**src/rtl/cv32e40p_rf_wb_ctrl.sv**
```systemverilog
// Register-file write-back arbiter: grants up to two of LSU/APU/EX results per cycle onto
// two registered write ports, with EX anti-starvation, a pending-write scoreboard and forwarding.
module cv32e40p_rf_wb_ctrl #(
   parameter int ADDR_WIDTH = 6,
   parameter int DATA_WIDTH = 32,
   parameter int FPU        = 0,
   parameter int ZFINX      = 0
) (
   input  logic                     clk,
   input  logic                     rst_n,
   input  logic                     ex_valid_i,
   input  logic [ADDR_WIDTH-1:0]    ex_addr_i,
   input  logic [DATA_WIDTH-1:0]    ex_data_i,
   output logic                     ex_ready_o,
   input  logic                     lsu_valid_i,
   input  logic [ADDR_WIDTH-1:0]    lsu_addr_i,
   input  logic [DATA_WIDTH-1:0]    lsu_data_i,
   output logic                     lsu_ready_o,
   input  logic                     apu_valid_i,
   input  logic [ADDR_WIDTH-1:0]    apu_addr_i,
   input  logic [DATA_WIDTH-1:0]    apu_data_i,
   output logic                     apu_ready_o,
   output logic [ADDR_WIDTH-1:0]    waddr_a_o,
   output logic [DATA_WIDTH-1:0]    wdata_a_o,
   output logic                     we_a_o,
   output logic [ADDR_WIDTH-1:0]    waddr_b_o,
   output logic [DATA_WIDTH-1:0]    wdata_b_o,
   output logic                     we_b_o,
   input  logic                     alloc_i,
   input  logic [ADDR_WIDTH-1:0]    alloc_addr_i,
   output logic [2**ADDR_WIDTH-1:0] busy_o,
   input  logic [ADDR_WIDTH-1:0]    fwd_raddr_i,
   output logic                     fwd_hit_o,
   output logic [DATA_WIDTH-1:0]    fwd_data_o
);

   localparam int   NREG       = 2**ADDR_WIDTH;
   localparam logic FP_DISCARD = (FPU == 0) || (ZFINX == 1);

   // source index: 0 = LSU, 1 = APU, 2 = EX
   logic [ADDR_WIDTH-1:0] w_addr [3];
   logic [DATA_WIDTH-1:0] w_data [3];
   logic [2:0]            w_vld;
   logic [2:0]            w_disc;
   logic [2:0]            w_gnt;
   logic [1:0]            w_ord [3];
   logic                  w_conf;
   logic                  w_sel_a_v, w_sel_b_v;
   logic [1:0]            w_sel_a, w_sel_b;
   logic [NREG-1:0]       w_busy_nxt;
   logic                  w_hit_a, w_hit_b;

   logic [1:0]            r_starv;
   logic                  r_we_a, r_we_b;
   logic [ADDR_WIDTH-1:0] r_waddr_a, r_waddr_b;
   logic [DATA_WIDTH-1:0] r_wdata_a, r_wdata_b;
   logic [NREG-1:0]       r_busy;

   assign w_vld     = {ex_valid_i, apu_valid_i, lsu_valid_i};
   assign w_addr[0] = lsu_addr_i;
   assign w_addr[1] = apu_addr_i;
   assign w_addr[2] = ex_addr_i;
   assign w_data[0] = lsu_data_i;
   assign w_data[1] = apu_data_i;
   assign w_data[2] = ex_data_i;

   // Discarded results (x0, or FP bank without a separate FP register file) need no port.
   always_comb begin
      w_disc = '0;
      for (int i = 0; i < 3; i++)
         w_disc[i] = (w_addr[i] == '0) || (FP_DISCARD && w_addr[i][ADDR_WIDTH-1]);
   end

   always_comb begin
      if (r_starv == 2'd3) begin
         w_ord[0] = 2'd2;
         w_ord[1] = 2'd0;
         w_ord[2] = 2'd1;
      end else begin
         w_ord[0] = 2'd0;
         w_ord[1] = 2'd1;
         w_ord[2] = 2'd2;
      end
   end

   always_comb begin
      w_gnt     = '0;
      w_conf    = 1'b0;
      w_sel_a_v = 1'b0;
      w_sel_b_v = 1'b0;
      w_sel_a   = '0;
      w_sel_b   = '0;
      for (int k = 0; k < 3; k++) begin
         w_conf = 1'b0;
         for (int j = 0; j < k; j++)
            if (w_vld[w_ord[j]] && !w_disc[w_ord[j]] && !w_disc[w_ord[k]] &&
                (w_addr[w_ord[j]] == w_addr[w_ord[k]]))
               w_conf = 1'b1;
         if (rst_n && w_vld[w_ord[k]] && !w_conf) begin
            if (w_disc[w_ord[k]]) begin
               w_gnt[w_ord[k]] = 1'b1;
            end else if (!w_sel_b_v) begin
               w_gnt[w_ord[k]] = 1'b1;
               w_sel_b_v       = 1'b1;
               w_sel_b         = w_ord[k];
            end else if (!w_sel_a_v) begin
               w_gnt[w_ord[k]] = 1'b1;
               w_sel_a_v       = 1'b1;
               w_sel_a         = w_ord[k];
            end
         end
      end
   end

   // Alloc is applied after the clears so a same-cycle re-allocation keeps the bit set.
   always_comb begin
      w_busy_nxt = r_busy;
      if (r_we_a) w_busy_nxt[r_waddr_a] = 1'b0;
      if (r_we_b) w_busy_nxt[r_waddr_b] = 1'b0;
      if (alloc_i && (alloc_addr_i != '0)) w_busy_nxt[alloc_addr_i] = 1'b1;
      w_busy_nxt[0] = 1'b0;
   end

   always_ff @(posedge clk) begin
      if (!rst_n) begin
         r_we_a    <= 1'b0;
         r_we_b    <= 1'b0;
         r_waddr_a <= '0;
         r_waddr_b <= '0;
         r_wdata_a <= '0;
         r_wdata_b <= '0;
         r_busy    <= '0;
         r_starv   <= '0;
      end else begin
         r_we_a <= w_sel_a_v;
         r_we_b <= w_sel_b_v;
         if (w_sel_a_v) begin
            r_waddr_a <= w_addr[w_sel_a];
            r_wdata_a <= w_data[w_sel_a];
         end
         if (w_sel_b_v) begin
            r_waddr_b <= w_addr[w_sel_b];
            r_wdata_b <= w_data[w_sel_b];
         end
         r_busy <= w_busy_nxt;
         if (!ex_valid_i || w_gnt[2])
            r_starv <= '0;
         else if (r_starv != 2'd3)
            r_starv <= r_starv + 2'd1;
      end
   end

   assign w_hit_b = r_we_b && (fwd_raddr_i != '0) && (r_waddr_b == fwd_raddr_i);
   assign w_hit_a = r_we_a && (fwd_raddr_i != '0) && (r_waddr_a == fwd_raddr_i);

   assign fwd_hit_o   = w_hit_a || w_hit_b;
   assign fwd_data_o  = w_hit_b ? r_wdata_b : (w_hit_a ? r_wdata_a : '0);
   assign lsu_ready_o = w_gnt[0];
   assign apu_ready_o = w_gnt[1];
   assign ex_ready_o  = w_gnt[2];
   assign we_a_o      = r_we_a;
   assign we_b_o      = r_we_b;
   assign waddr_a_o   = r_waddr_a;
   assign waddr_b_o   = r_waddr_b;
   assign wdata_a_o   = r_wdata_a;
   assign wdata_b_o   = r_wdata_b;
   assign busy_o      = r_busy;

endmodule

```
**config.mk**
```make
export PLATFORM = sky130hd
export DESIGN_NAME = cv32e40p_rf_wb_ctrl
export DESIGN_NICKNAME = d
export VERILOG_FILES = /design/src/rtl/cv32e40p_rf_wb_ctrl.sv
export SDC_FILE = /design/constraint.sdc
export NUM_CORES = 1
export LEC_CHECK = 0
export CORE_MARGIN = 2
export CORE_UTILIZATION = 48
export DETAILED_ROUTE_END_ITERATION = 8
export HOLD_SLACK_MARGIN = 0.08
export PLACE_DENSITY_LB_ADDON = 0.12
export SETUP_SLACK_MARGIN = 0.4
export SYNTH_ARGS = -nofsm -noshare
export SYNTH_HDL_FRONTEND = slang
export SYNTH_SLANG_ARGS = --single-unit
export TNS_END_PERCENT = 30
```
**constraint.sdc**
```tcl
create_clock -name clk -period 14 [get_ports clk]
set_input_delay 4.2 -clock clk [delete_from_list [all_inputs] [get_ports clk]]
set_output_delay 4.2 -clock clk [all_outputs]
set_load 0.1 [all_outputs]
```
# Word-level counts from Yosys, hierarchy flattened
# Cells that the tools add are included.
# op_classes
add_sub_neg,1
n_lt_le_gt_ge,17
n_eq_ne,7
muxes,87
bitwise_logic,13
reduce_logical,41
# ops
op,count
32-bit two-way mux,6
64-bit two-way mux,3
64-bit AND,2
32-bit binary-select mux with 2-bit select,2
64-bit NOT,2
6-bit two-way mux,11
64-bit OR,1
6-bit binary-select mux with 2-bit select,5
6-bit equality test,5
2-bit two-way mux,15
1-bit two-way mux,27
1-bit logical AND,24
6-bit by 7-bit less-than comparator with 1-bit output (second input constant),3
1-bit demux with 6-bit select,3
6-bit by 1-bit greater-or-equal comparator with 1-bit output (second input constant),3
6-bit logical NOT,3
3-bit two-way mux,6
3-bit greater-or-equal comparator (second input constant),5
2-bit NOT with 3-bit output,5
1-bit binary-select mux with 2-bit select,6
6-bit nonzero test,2
2-bit by 3-bit less-than comparator with 1-bit output (second input constant),3
1-bit demux with 2-bit select,3
2-bit by 1-bit greater-or-equal comparator with 1-bit output (second input constant),3
8 further kinds,18
# totals
reg_bits,144
input_bits,132
output_inout_bits,178

# Logic depth before layout (Yosys ltp)
# Gate-level depths: netlist of the first run.
# logic_depth
word_depth,20
mapped_depth,12
depth_no_buf,8

# Worst setup path after synthesis of the first run
# Ideal clock, no wire load.
# synth_timing
path_kind,in2out
from,input port apu_addr_i[1]
to,output port lsu_ready_o
arrival_ns,8.522
t_required_ns,9.800
setup_slack_ns,1.278
path_stages,6
path_cell_list,buf_2 -> or4_1 -> o21ai_0 -> mux2i_1 -> and3_1 -> o41ai_1
# synth_via
elab_chain_cells,17
elab_cells_between_ends,51
# synth_lines
element,line_no,text
start: declaration,20,"input logic [ADDR_WIDTH-1:0] apu_addr_i,"
6-bit logical NOT,71,w_disc[i] = (w_addr[i] == '0) || (FP_DISCARD && w_addr[i][ADDR_WIDTH-1]);
1-bit logical OR,71,
1-bit binary-select mux with 2-bit select,"96, 100",
1-bit two-way mux (not written as such),"96, 100",
1-bit logical NOT,96,if (w_vld[w_ord[j]] && !w_disc[w_ord[j]] && !w_disc[w_ord[k]] &&
1-bit logical AND (3 in a row),96,
1-bit two-way mux,96,
1-bit logical NOT,99,if (rst_n && w_vld[w_ord[k]] && !w_conf) begin
1-bit logical AND,99,
3-bit two-way mux,99,
3-bit OR (no line),n/a,
3-bit two-way mux,106,end else if (!w_sel_a_v) begin
3-bit two-way mux,102,end else if (!w_sel_b_v) begin
3-bit two-way mux,100,if (w_disc[w_ord[k]]) begin
3-bit two-way mux (*),99,
end: declaration,18,"output logic lsu_ready_o,"
# Every way passes the cells marked *; elsewhere a longest branch is shown, timed or not. The select of a mux whose other input is x is not followed.

# Final worst setup path of the first run
# layout_timing
from,input port fwd_raddr_i[3]
to,output port fwd_data_o[7]
# layout_via
elab_chain_cells,5
elab_cells_between_ends,9
# layout_lines
element,line_no,text
start: declaration,32,"input logic [ADDR_WIDTH-1:0] fwd_raddr_i,"
6-bit nonzero test,"153, 154",
1-bit logical AND (2 in a row),154,assign w_hit_a = r_we_a && (fwd_raddr_i != '0) && (r_waddr_a == fwd_raddr_i);
32-bit two-way mux,157,assign fwd_data_o = w_hit_b ? r_wdata_b : (w_hit_a ? r_wdata_a : '0);
32-bit two-way mux (*),157,
end: declaration,34,output logic [DATA_WIDTH-1:0] fwd_data_o
# Every way passes the cells marked *; elsewhere a longest branch is shown, timed or not.

==> results of run 1 <==
## stage by stage
step | instances | area [um2] | hold slack, ns
final | 1670 | 13120 | 0.4975
after global routing | 1670 | 13120 | 0.5321
after CTS | 1669 | 13120 | 0.5064
after detailed placement | 1638 | 12560 | 0.4897
after global placement | 1638 | 12560 | 0.4834
after floorplan | 1173 | 9559 | 0.5240
## layer usage
metal	global-route usage, %	vias to the layer above	share of wire (%)
li1	-	4838	-
met1	44.46	5095	40
met2	54.19	670	46
met3	8.333	69	11
met4	12.99	0	3.1
met5	0	-	0
## worst max path at each step
stage | slack (ns) | to | cells past startpoint | from
2_1_floorplan | 1.28 | lsu_ready_o | 6 | apu_addr_i[1]
3_3_place_gp | 1.88 | apu_ready_o | 10 | ex_addr_i[1]
3_5_place_dp | 1.82 | apu_ready_o | 10 | ex_addr_i[1]
4_1_cts | 1.78 | fwd_data_o[7] | 9 | fwd_raddr_i[3]
5_1_grt | 1.59 | fwd_data_o[7] | 9 | fwd_raddr_i[3]
6_report | 1.76 | fwd_data_o[7] | 9 | fwd_raddr_i[3]
## logic make-up after synthesis
| family | Yosys count |
|---|---|
| simple gates | 411 |
| compound gates | 315 |
| buf+inv | 172 |
| flops | 143 |
| mux | 88 |
| xor+xnor | 41 |
| fa+ha+maj | 2 |
| other cells | 1 |
## cell type report
class | instances | area share (%)
antenna | 1 | 0.01907
clock buffer | 17 | 3.242
tap | 265 | 2.527
multi-input combinational | 858 | 45.50
timing repair buffer | 329 | 24.66
clock inverter | 14 | 1.011
sequential | 143 | 21.82
inverter | 43 | 1.230
## flip-flops by register name, indices dropped and copies added, names as in the netlist
register,cells
busy_o,63
r_starv,2
waddr_a_o,6
waddr_b_o,6
wdata_a_o,32
wdata_b_o,32
we_a_o,1
we_b_o,1
## tightest hold or removal path, cell delays in order, from the launching register on
cell and delay [ns]:
dfxtp_1 0.32, a22oi_1 0.07, nor2_1 0.07
## cell usage in the layout, fill, tap and decap left out, drive strengths merged, types with 47 or more instances in the layout
cell type	n
a221o	70
a22oi	97
clkdlybuf4s50	307
dfxtp	143
inv	47
mux2i	53
nand2	104
nand3	50
nor2	116
nor3	51
## power by group through the flow
| stage | Sequential, mW | Clock, mW | Combinational [mW] |
|---|---|---|---|
| final | 0.447 | 0.437 | 0.323 |
| after global routing | 0.448 | 0.456 | 0.336 |
| after CTS | 0.446 | 0.439 | 0.320 |
| after detailed placement | 0.454 | 0 | 0.319 |
| after global placement | 0.455 | 0 | 0.316 |
| after floorplan | 0.553 | 0 | 0.115 |
==> metrics.md, run 1 <==
| Metric | Value |
|---|---|
| Outcome | completed |
| Critical Path Start Type | input port |
| Vias in the first global route | slightly above 10,000 |
| Core area | 19,530 um2 |
| CTS H-tree lvls | 4 |
| Post-layout util | 67.20% |
| Root Buffer | clkbuf_16 |
| Skew final | 0.009643 ns |
| Area of the multi-input gates | 5971 um2 |
| Initial core utilization | 48.96% |
| Pwr dens | 91.97 nW/um2 |
| RSZ-0062 raised after global routing | no |
| Leak | ~4.8 nW |
| Die area | between 20,000 and 25,000 um2 |
| Mux contribution to synthesized area | roughly 9.7% |
| Synthesized instance count | around 1,200 |
| Synth area leader | dfxtp_1 |
| Resized Gates After CTS | 0 |
| VDD IR-drop max | ~0.091 mV |
| Worst slew margin | 15.47% |
| First-pass iteration count of the detailed router | 6 |
| Worst slack, placed | 1.818 ns |
| Share of post-route cells with drive strength above 1 | between 8 and 9% |
| Post-synth EDFFs | 0 |
| Ports | 310 |
| Clock Pin Slew Worst Setup and Hold Paths | about 0.060 ns |
| Post-synthesis sequential area ratio | ~30% |
| Netlist cell types | 68 |
| CP Capture Type | output port |
| Post-synthesis xor/xnor area fraction | under 10% |
| Net count, final | 1,526 |
| Critical R2R Launch | r_starv[0] |
| Avg Inst Size Synth | 8.149 um2 |
| Final Slew Violations | 0 |
| Remaining global-route overflow | 0 |
| CTS tree | yes |
| Synth Area in Adders | 0.2618% |
| Final Cycle Share | around 87% |
| Simple-Gate Fraction of Synth Area | between 20% and 30% |
| Largest net degree at the start of global routing | 69 |
| First-pass GRT wire length | 58,010 um |
| Final Setup Violations | 0 |
| CTS buffer count | 17 |
| DP HPWL | 25,570 um |
| Die Wd | about 150 um |
| Port bufs | slightly above 300 |
| Clk pwr share | between 30 and 40% |
| Crit-path cells | clkdlybuf4s50_1, or4_1, nor3_1, nor3_2, buf_4, nor2_2, buf_4, a22o_1, clkdlybuf4s50_1 |
| Crit path buf inv count | 4 |
| Post-CTS Hold Buffers | 0 |
| Switching Power | ~440 uW |
| Hold Path Depth | 2 |
| CP required | approximately 9.8 ns |
| Post-synth top cells | dfxtp_1, nor2_1, nand2_1 |
| Num rows | 51 |
| Via density | roughly 6.4 |
| Slowest stage delay, CP | ~1.2 ns |
| Largest family of logic cells by synthesized area | compound AO/OA/AOI/OAI gates |
| Largest fanout on the critical path | 45 |
| Family with the most delay on the worst path | buffers and inverters |
| Via count | 10,670 |
| Initial antenna violation count | 1 |
| Starting DRT DRC Count | ~1,100 |
| Seq cells post-synth | approximately 140 |
| Post-synth top flop | dfxtp_1 |
| Final ANT Viol Nets | 0 |
| DRC | 0 |
| Storage cell area | approximately 2900 um2 |
| Comb power frac | 26.7% |
| Clock net sink count | around 140 |
| Max clock buf depth | 2 |
| Mapped Area | between 9000 and 10,000 um2 |
| Worst EP arrival | around 8 ns |
| Internal power | roughly 770 uW |
| Number of setup buffers added after CTS | 0 |
| Startpoint of the worst hold path | busy_o[27] |
| Hold Path Sink | busy_o[27] |
| Detailed Route WL | between 30,000 and 40,000 um |
| Max cap viols | 0 |
| Synth top area cells | dfxtp_1, a22oi_1, a221o_1 |
| Count leader, synth | dfxtp_1 |
| Fill cells | 1,660 |
| Chip height | 145.1 um |
| Final hold viol count | 0 |
| Warnings, synthesis | 0 |
| Fin Setup TNS | 0 ns |
| Smallest setup slack after layout | about 1.8 ns |
| Hold Path Class | register to register |
| Total Power | 1.207 mW |
| Setup CP Type | input port to output port |
| Async set-or-reset flop fraction in the synthesized netlist | 0% |
| Complex-gate fraction of the synthesized area | between 20% and 30% |
| Worst R2R Path Depth | 10 |
| Yosys top cell area share | approximately 30% |
| Clk_lat worst skew | approximately 0.43 ns |
| Routed len/inst | about 22 um |
| Worst r2r dst | wdata_a_o[28] |
| Sw Ratio | 36.06% |
| Placer Congestion | ~0.92 |
| CP max stage cell | clkdlybuf4s50_1 |
| Area growth syn-to-layout | 37.28% |
| Max Clk Rate | between 80 and 90 MHz |
| Worst Tran Pin Value | between 1 and 1.5 ns |
| Post-layout min period | 12.24 ns |
| R2R Setup Slk | 9.66 ns |
| GR Util All Layers | 33.98% |
| Mapped Nets | between 1,000 and 1,500 |
| Flop pwr share | 37.0% |
Note: power is estimated with default switching activity, not from simulation.
==> inputs of run 2 (changes only) <==
==> constraint.sdc (replaced) <==
create_clock -name clk -period 14 [get_ports clk]
set_input_delay 2.1 -clock clk [delete_from_list [all_inputs] [get_ports clk]]
set_output_delay 2.1 -clock clk [all_outputs]
set_load 0.1 [all_outputs]
==> run 2 against run 1 <==
  * Clock power increased by 13%
  * Critical path type unchanged
  * Utilization increased by 0.38 points
  * Setup slack improved by 4.2 ns
  * Largest cell class unchanged
  * Register-to-register slack about the same
  * Clock skew increased by 0.0024 ns
  * Fmax increased by 52%
  * Power increased by 4.7%
  * Critical path depth unchanged
  * Global-route usage increased by 0.22 points
  * Sequential cell count unchanged
  * Cell count about the same
==> metrics.md, run 2 (synthesis results as in run 1) <==
| Metric | Value |
|---|---|
| Die area | 21,060 um2 (unchanged) |
| Die Wd | 145.1 um (unchanged) |
| Post-CTS Hold Buffers | 0 (unchanged) |
| First-pass iteration count of the detailed router | 6 (unchanged) |
| Net count, final | 1,526 (unchanged) |
| Fill cells | 1,680 (+1.2%) |
| CTS H-tree lvls | 4 (unchanged) |
| Final Cycle Share | 57.61% (-30 points) |
| Critical Path Start Type | input port |
| Family with the most delay on the worst path | buffers and inverters |
| Worst Tran Pin Value | 1.271 ns (+0.01300 ns) |
| Switching Power | 435.9 uW (+0.16%) |
| Layer carrying the most global-route usage | met2 |
| Fin Setup TNS | 0 ns (unchanged) |
| Cell depth of the worst setup path | 9 (unchanged) |
| Clk pwr share | 39.1% (+2.9 points) |
| Crit-path cells | clkdlybuf4s50_1, or4_1, nor3_1, nor3_2, buf_4, nor2_2, buf_4, a22o_1, clkdlybuf4s50_1 |
| VDD IR-drop max | 0.09737 mV (+6.9%) |
| Via density | 6.363 (-0.43%) |
| Outcome | completed |
| Chip height | 145.1 um (unchanged) |
| Port bufs | 308 (unchanged) |
| Pwr dens | 95.77 nW/um2 (+4.1%) |
| Largest net degree at the start of global routing | 69 (unchanged) |
| Worst EP arrival | 5.97 ns (-2.07 ns) |
| Grt met2 use | 54.24% (about the same) |
| Flop pwr share | 35.4% (-1.6 points) |
| Met3 Resource Use GR | 8.868% (+0.53 points) |
| Initial antenna violation count | 1 (unchanged) |
| Core area | 19,530 um2 (unchanged) |
| Hold Path Depth | 2 (unchanged) |
| Smallest setup slack after layout | 5.935 ns (+4.173 ns) |
| Clk_lat worst skew | 0.43 ns (about the same) |
| Final ANT Viol Nets | 0 (unchanged) |
| Crit path buf inv count | 4 (unchanged) |
| Skew final | 0.01205 ns (+0.002407 ns) |
| GR Util All Layers | 34.19% (+0.22 points) |
| Num rows | 51 (unchanged) |
| Clock Pin Slew Worst Setup and Hold Paths | 0.07 ns (about the same) |
| CP Capture Type | output port |
| Final hold viol count | 0 (unchanged) |
| Vias in the first global route | 10,220 (-0.0098%) |
| Final instance area | 13,200 um2 (+0.56%) |
| Placer Congestion | 0.9229 (about the same) |
| Slowest stage delay, CP | 1.14 ns (about the same) |
| Hold Path Class | register to register |
| Initial core utilization | 48.96% (unchanged) |
| Worst R2R Path Depth | 10 (unchanged) |
| Post-Layout Cell Count | 1,671 (+0.060%) |
| Ports | 310 (unchanged) |
| Share of post-route cells with drive strength above 1 | 8.470% (about the same) |
| Via count | 10,630 (-0.37%) |
| CTS tree | yes |
| Max clock buf depth | 2 (unchanged) |
| First-pass GRT wire length | 57,920 um (-0.16%) |
| Setup CP Type | input port to output port |
| CP max stage cell | clkdlybuf4s50_1 |
| Number of setup buffers added after CTS | 0 (unchanged) |
| Root Buffer | clkbuf_16 |
| Final Slew Violations | 0 (unchanged) |
| Remaining global-route overflow | 0 (unchanged) |
| DP HPWL | 25,430 um (-0.54%) |
| Resized Gates After CTS | 0 (unchanged) |
| Most frequent cells in the layout | clkdlybuf4s50_1, dfxtp_1, nor2_1, nand2_1, a22oi_1 |
| Leak | 4.875 nW (+0.83%) |
| CP required | 11.90 ns (+2.10 ns) |
| Max cap viols | 0 (unchanged) |
| Cells after DPL | 1,638 (unchanged) |
| Worst slew margin | 14.60% (-0.87 points) |
| Commonest non-fill, non-tap cell in the layout | clkdlybuf4s50_1 |
| Area after DPL | 12,560 um2 (unchanged) |
| Area growth syn-to-layout | 38.05% |
| WHS | 0.5027 ns (+0.005198 ns) |
| RSZ-0062 raised after global routing | no |
| Largest fanout on the critical path | 45 (unchanged) |
| Comb power frac | 25.5% (-1.2 points) |
| Sw Ratio | 34.49% (-1.6 points) |
| Final Setup Violations | 0 (unchanged) |
| Post-layout min period | 8.065 ns (-4.173 ns) |
| Met1 Use GR | 45.06% (+0.60 points) |
| DRC | 0 (unchanged) |
| Area of the multi-input gates | 5971 um2 (unchanged) |
| CTS buffer count | 17 (unchanged) |
| Starting DRT DRC Count | 1,231 (+11%) |
| Internal power | 827.9 uW (+7.3%) |
| Storage cell area | 2863 um2 (unchanged) |
| Clock net sink count | 143 (unchanged) |
| Routed len/inst | 22.35 um (-0.24%) |
| Max Clk Rate | 124.0 MHz (+52%) |
| Worst slack, placed | 5.996 ns (+4.178 ns) |
| Detailed Route WL | 37,350 um (-0.18%) |
| Max reg flops | 63 (unchanged) |
[run 2: cell count changes in the layout (fill, tap and decap cells not counted), sizes merged]
cell,delta
clkinv,-3
clkbuf,+1
bufinv,+3
inv,+2
clkinvlp,-2
[run 2: per-stage QoR]
stage	utilization [%]	total power, mW
after floorplan	-	0.6681
after global placement	64.33	0.7713
after detailed placement	64.33	0.7733
after CTS	67.57	1.260
after global routing	67.58	1.298
final	67.58	1.264
[run 2: worst paths after layout]
path / slack (ns) / end / startpoint
min: 0.50 / busy_o[28] / busy_o[28]
max: 5.93 / fwd_data_o[28] / fwd_raddr_i[3]
min reg2reg: 0.50 / busy_o[28] / busy_o[28]
max reg2reg: 9.66 / wdata_a_o[4] / r_starv[0]
[run 2: worst min-delay path, cell delays in order (launching register included)]
cell     delay (ns)
dfxtp_1        0.33
a22oi_1        0.07
nor2_1         0.08
[run 2: cell type report]
class | count | area share, %
Timing Repair Buffer | 329 | 24.52
Clock inverter | 14 | 1.536
Inverter | 43 | 1.223
Clock buffer | 18 | 3.252
Antenna cell | 1 | 0.01896
Tap cell | 265 | 2.513
Multi-Input combinational cell | 858 | 45.25
Sequential cell | 143 | 21.69
[run 2: routing by layer]
layer / up-vias / part of all wire, % / wire length, um
met5: - / 0 / 0
met4: 0 / 2.8 / 1064
met3: 76 / 11 / 4213
met2: 722 / 46 / 17210
met1: 5005 / 40 / 14870
li1: 4829 / - / -
[run 2: power groups by stage]
| stage | clock (mW) | combinational [mW] | sequential (mW) |
|---|---|---|---|
| after floorplan | 0 | 0.115 | 0.553 |
| after global placement | 0 | 0.316 | 0.455 |
| after detailed placement | 0 | 0.319 | 0.454 |
| after CTS | 0.495 | 0.320 | 0.446 |
| after global routing | 0.513 | 0.336 | 0.449 |
| final | 0.494 | 0.323 | 0.447 |
